`config.mk`:
```
export PLATFORM = sky130hd
export DESIGN_NAME = oven_timer_ctrl
export DESIGN_NICKNAME = d
export VERILOG_FILES = /design/src/rtl/oven_timer_ctrl.sv
export SDC_FILE = /design/constraint.sdc
export NUM_CORES = 1
export LEC_CHECK = 0
export BUFFER_PORTS_ARGS = -buffer_cell sky130_fd_sc_hd__clkbuf_2
export CAP_MARGIN = 20
export CORE_MARGIN = 2
export CORE_UTILIZATION = 42
export CTS_BUF_LIST = sky130_fd_sc_hd__clkbuf_16
export CTS_CLUSTER_SIZE = 10
export DETAILED_ROUTE_END_ITERATION = 16
export GPL_TIMING_DRIVEN = 0
export PLACE_DENSITY = 0.68
export SYNTH_ARGS = -nofsm -noshare
export SYNTH_HDL_FRONTEND = slang
export SYNTH_SLANG_ARGS = --single-unit
export TNS_END_PERCENT = 10
```
`constraint.sdc`:
```
create_clock -name i_clock -period 2.7 [get_ports i_clock]
set_clock_uncertainty 0.15 [all_clocks]
set_input_delay 0 -clock i_clock [delete_from_list [all_inputs] [get_ports i_clock]]
set_output_delay 0 -clock i_clock [all_outputs]
set_load 0.02 [all_outputs]
```
`src/rtl/oven_timer_ctrl.sv`:
```
// Oven timer sequencer: keypad capture, countdown gating and cook/pause/done FSM.
// Ports: i_clock, i_clear (sync reset), i_tick, i_start, i_stop, i_door_closed,
//   i_key_valid/i_key_digit, i_zero_* from the digits; o_data_*, o_loadn,
//   o_clearn_out, o_count_en to the digits; o_heater, o_done to the panel.
module oven_timer_ctrl (
  input  logic       i_clock,
  input  logic       i_clear,
  input  logic       i_tick,
  input  logic       i_start,
  input  logic       i_stop,
  input  logic       i_door_closed,
  input  logic       i_key_valid,
  input  logic [3:0] i_key_digit,
  input  logic       i_zero_mins,
  input  logic       i_zero_tens,
  input  logic       i_zero_ones,
  output logic [3:0] o_data_mins,
  output logic [3:0] o_data_tens,
  output logic [3:0] o_data_ones,
  output logic       o_loadn,
  output logic       o_clearn_out,
  output logic       o_count_en,
  output logic       o_heater,
  output logic       o_done
);

  typedef enum logic [2:0] {
    S_IDLE,
    S_SET,
    S_COOK,
    S_PAUSE,
    S_DONE
  } state_t;

  state_t     r_state;
  state_t     w_next;
  logic       r_heater;
  logic       r_loadn;
  logic       r_clearn;
  logic [3:0] r_data_mins;
  logic [3:0] r_data_tens;
  logic [3:0] r_data_ones;

  logic w_all_zero;
  logic w_key_ok;
  logic w_go;
  logic w_cancel;
  logic w_load;

  assign w_all_zero = i_zero_mins & i_zero_tens & i_zero_ones;
  assign w_key_ok   = i_key_valid & (i_key_digit <= 4'd9);
  // start from SET only with a closed door and a nonzero time
  assign w_go       = i_start & i_door_closed & ~w_all_zero;

  // state register; heater is registered alongside it
  always_ff @(posedge i_clock) begin
    if (i_clear) begin
      r_state  <= S_IDLE;
      r_heater <= 1'b0;
    end else begin
      r_state  <= w_next;
      r_heater <= (w_next == S_COOK);
    end
  end

  // next-state logic
  always_comb begin
    w_next = r_state;
    unique case (r_state)
      S_IDLE: begin
        if (!i_stop && w_key_ok)
          w_next = S_SET;
      end
      S_SET: begin
        if (i_stop)
          w_next = S_IDLE;
        else if (w_go)
          w_next = S_COOK;
      end
      S_COOK: begin
        if (i_stop || !i_door_closed)
          w_next = S_PAUSE;
        else if (w_all_zero)
          w_next = S_DONE;
      end
      S_PAUSE: begin
        if (i_stop)
          w_next = S_IDLE;
        else if (i_start && i_door_closed)
          w_next = S_COOK;
      end
      S_DONE: begin
        if (i_stop || i_key_valid)
          w_next = S_IDLE;
      end
      default: w_next = S_IDLE;
    endcase
  end

  // output / event decode
  always_comb begin
    w_cancel   = 1'b0;
    w_load     = 1'b0;
    o_done     = (r_state == S_DONE);
    // gated at 000 so the chain can never wrap to 999
    o_count_en = (r_state == S_COOK) & i_tick
               & ~w_all_zero & ~i_clear;
    unique case (r_state)
      S_IDLE: begin
        w_cancel = i_stop;
        w_load   = ~i_stop & w_key_ok;
      end
      S_SET: begin
        w_cancel = i_stop;
        w_load   = ~i_stop & ~w_go & w_key_ok;
      end
      S_PAUSE: begin
        w_cancel = i_stop;
      end
      S_DONE: begin
        w_cancel = i_stop | i_key_valid;
      end
      default: begin
        w_cancel = 1'b0;
        w_load   = 1'b0;
      end
    endcase
  end

  // digit load data and the registered loadn / clearn strobes
  always_ff @(posedge i_clock) begin
    if (i_clear) begin
      r_data_mins <= 4'd0;
      r_data_tens <= 4'd0;
      r_data_ones <= 4'd0;
      r_loadn     <= 1'b1;
      r_clearn    <= 1'b0;
    end else begin
      r_loadn  <= ~w_load;
      r_clearn <= ~w_cancel;
      if (w_cancel) begin
        r_data_mins <= 4'd0;
        r_data_tens <= 4'd0;
        r_data_ones <= 4'd0;
      end else if (w_load) begin
        r_data_mins <= r_data_tens;
        r_data_tens <= r_data_ones;
        r_data_ones <= i_key_digit;
      end
    end
  end

  assign o_data_mins  = r_data_mins;
  assign o_data_tens  = r_data_tens;
  assign o_data_ones  = r_data_ones;
  assign o_loadn      = r_loadn;
  assign o_clearn_out = r_clearn;
  assign o_heater     = r_heater;

endmodule

```
==> results.py <==
metrics = {
    "route": {
        "first_pass_iters": 4,
        "drt-initial-drc-count": 10,
        "routed_via_density": 4.82,
        "drc": 0,
        "ant_nets": 0,
        "wl_per_cell_um": 10.9,
        "vias": 689,
        "totalWireLength_mm": 1.56,
    },
    "critical_path": {
        "worstReg2RegStart": "r_state[1]",
        "required_ns": 2.68,
        "path_class": "input port to flip-flop",
        "critPathMaxStageDelay_ns": 0.53,
        "cp_cell_sequence": "dlygate4sd3_1 -> clkbuf_2 -> o21ai_0 -> o211ai_4 -> buf_6 -> mux2i_1 -> nor2_1",
        "r2r_setup_slack_ns": 1.08,
        "path_buf_inv": 3,
        "r2r_end": "o_data_mins[0]",
        "rr_worst_depth": 6,
        "cp-end-kind": "flip-flop",
        "critPathMaxFanout": 10,
        "crit_family": "buffers and inverters",
        "crit_arrival_ns": 1.68,
        "slowest_stage": "dlygate4sd3_1",
        "start_kind": "input port",
    },
    "power_and_ir_drop": {
        "p_leak_nw": 0.556,
        "power.density_nw_per_um2": 570,
        "ir_worst_vdd_mv": 0.573,
    },
    "sta": {
        "hold_viol_final": 0,
        "worst_slew_pin_slew_ns": 0.514,
        "timing.slew.headroom": 0.654,
        "setup_viol": 0,
        "slew_violations": 0,
        "fmax_mhz": 588,
        "finalSetupTns_ns": 0,
        "rsz0062_at_grt": "no",
        "timing.final.crit_share": 0.629,
        "fin_crit_ns": 1.70,
    },
    "clock_network": {
        "clkLatencyLatePin_ns": 0.24,
        "cts_resized": 0,
        "cts_tree": "yes",
        "post_cts_buffers": 0,
        "h-tree-depth": 1,
        "cts_buffer_depth": 2,
        "ctsRootBufferMaster": "clkbuf_16",
        "clock_sinks": 18,
        "cts_buffers": 3,
        "path_clk_slew_ns": 0.05,
    },
    "floorplanning": {
        "dieWidth_um": 47.3,
        "start_util": 0.451,
        "io_pins": 31,
        "core_area_um2": 1750,
        "dieArea_um2": 2240,
        "num_rows": 15,
        "die_h_um": 47.3,
    },
    "layout": {
        "final_common_cell": "clkbuf_2",
        "layout_common_cells": "clkbuf_2 (30), dfxtp_1 (18), nor2_1 (14), mux2i_1 (12), dlygate4sd3_1 (6)",
        "areaGrowthSynthToFinish_pct": 40.7,
        "fin_util": 0.634,
        "final_nets": 133,
        "multiInputGateArea_um2": 380,
        "regArea_um2": 360,
        "layout-drive-gt1-share": 0.347,
        "fillCellCount": 154,
        "diodes": 0,
    },
    "synth": {
        "synth_area_per_cell_um2": 10.1,
        "ys_ff_latch": 18,
        "synth_area_um2": 787,
        "netlist-cell-type-count": 25,
        "ys_seq_area_frac": 0.458,
        "syn-num-nets": 92,
        "yosys_warnings": 0,
        "synthCells": 78,
    },
    "global_routing": {
        "grtUsageMet1": 0.228,
        "top_usage_layer": "met2",
        "grt_remaining_overflow": 0,
        "grt_pass1_wl_mm": 2.55,
        "antenna_found_initial": 0,
        "grt_start_max_net_pins": 11,
        "grt_use_total": 0.156,
        "grt_pass1_vias": 611,
        "use_met2": 0.243,
        "met3_usage": 0.0231,
    },
    "min_path": {
        "holdPathStages": 3,
        "hold_end": "r_state[1]",
        "min_from": "i_stop",
        "hold_path.class": "input port to flip-flop",
    },
    "placed_design": {
        "globalplace.congestion": 0.730,
        "hpwl_mm": 1.11,
        "port_buffers": 30,
    },
    "status": {
        "status": "complete, no violations",
    },
    "run": {
        "drv_cap": 0,
    },
}
[how the worst max path moves through the flow]
stage                        start        endpoint  slack [ns]  cells past startpoint
floorplan               r_state[1]         o_loadn        1.18                      5
global placement        r_state[1]         o_loadn        1.12                      5
detailed placement      r_state[1]  o_data_mins[1]        1.10                      6
CTS                 i_key_digit[1]  o_data_mins[0]        1.01                      7
global route        i_key_digit[2]  o_data_ones[2]        0.92                      7
finish              i_key_digit[1]  o_data_mins[0]        1.00                      7
[power by group]
part | switching (mW) | total [mW] | leakage [nW] | internal, mW
logic | 0.0366 | 0.0710 | 0.372 | 0.0344
clock network | 0.0919 | 0.288 | 0.0385 | 0.196
registers | 0.00176 | 0.272 | 0.146 | 0.271
total | 0.130 | 0.632 | 0.556 | 0.501
[Yosys cell counts]
master / number / area [µm²]
dfxtp_1: 18 / 360
nor2_1: 14 / 52.6
mux2i_1: 12 / 120
nor3_1: 4 / 20.0
a21oi_1: 3 / 15.0
o21ai_0: 3 / 15.0
and3_1: 2 / 12.5
buf_6: 2 / 22.5
inv_2: 2 / 7.51
nand3_1: 2 / 10.0
nor2b_1: 2 / 12.5
a2111o_1: 1 / 11.3
a221o_1: 1 / 10.0
a22o_1: 1 / 8.76
a311o_1: 1 / 10.0
a31oi_1: 1 / 6.26
buf_2: 1 / 5.00
buf_4: 1 / 7.51
inv_1: 1 / 3.75
nand2b_1: 1 / 6.26
nor4b_1: 1 / 8.76
nor4b_4: 1 / 23.8
o211a_1: 1 / 10.0
o211ai_4: 1 / 21.3
or2_1: 1 / 6.26
[cells by family (layout without fill, tap and decap cells)]
kind of cell	count (synthesis)	after routing	share of synthesized area
AO/OA/AOI/OAI	13	13	0.137
multiplexers	12	12	0.153
flip-flops	18	18	0.458
AND/OR/NAND/NOR	28	28	0.194
buffers and inverters	7	47	0.0588
[flip-flops by register name (all words and copies together) (netlist names)]
| name | flops |
|---|---|
| r_state | 3 |
| o_loadn | 1 |
| o_clearn_out | 1 |
| o_heater | 1 |
| o_data_tens | 4 |
| o_data_ones | 4 |
| o_data_mins | 4 |
[area by class of cell]
| cell class | count | area share |
|---|---|---|
| multi-input combinational | 53 | 0.344 |
| sequential | 18 | 0.325 |
| timing repair buffer | 36 | 0.190 |
| clock buffer | 3 | 0.0678 |
| buffer | 4 | 0.0316 |
| tap | 25 | 0.0282 |
| inverter | 3 | 0.0102 |
| clock inverter | 1 | 0.00339 |
[tightest hold or removal path, stage by stage]
cell and delay [ns]:
clkbuf_2 0.17, a2111o_1 0.18, a21oi_1 0.04
[timing repair]
item                                    in CTS  in global routing
endpoints found under the setup margin       0                  0
hold buffers                                 6                  0
endpoints found under the hold margin        9                  0
[per-stage QoR]
| stage | total power [mW] | hold slack [ns] | cell area, µm² | worst slack [ns] | std cells |
|---|---|---|---|---|---|
| 3_5_place_dp | 0.342 | 0.0900 | 968 | 1.10 | 133 |
| 3_3_place_gp | 0.341 | 0.0852 | 968 | 1.12 | 133 |
| 5_1_grt | 0.657 | 0.0712 | 1110 | 0.916 | 143 |
| 4_1_cts | 0.637 | 0.0351 | 1110 | 1.01 | 143 |
| 6_report | 0.632 | 0.0407 | 1110 | 1.00 | 143 |
| 2_1_floorplan | 0.319 | -0.0784 | 787 | 1.18 | 78 |
[metal layers]
layer  vias up  share of wire
li1        359              -
met1       313           0.48
met2        17           0.49
met3         0          0.033
met4         0              0
met5         -              0
(Power assumes the default switching activity.)
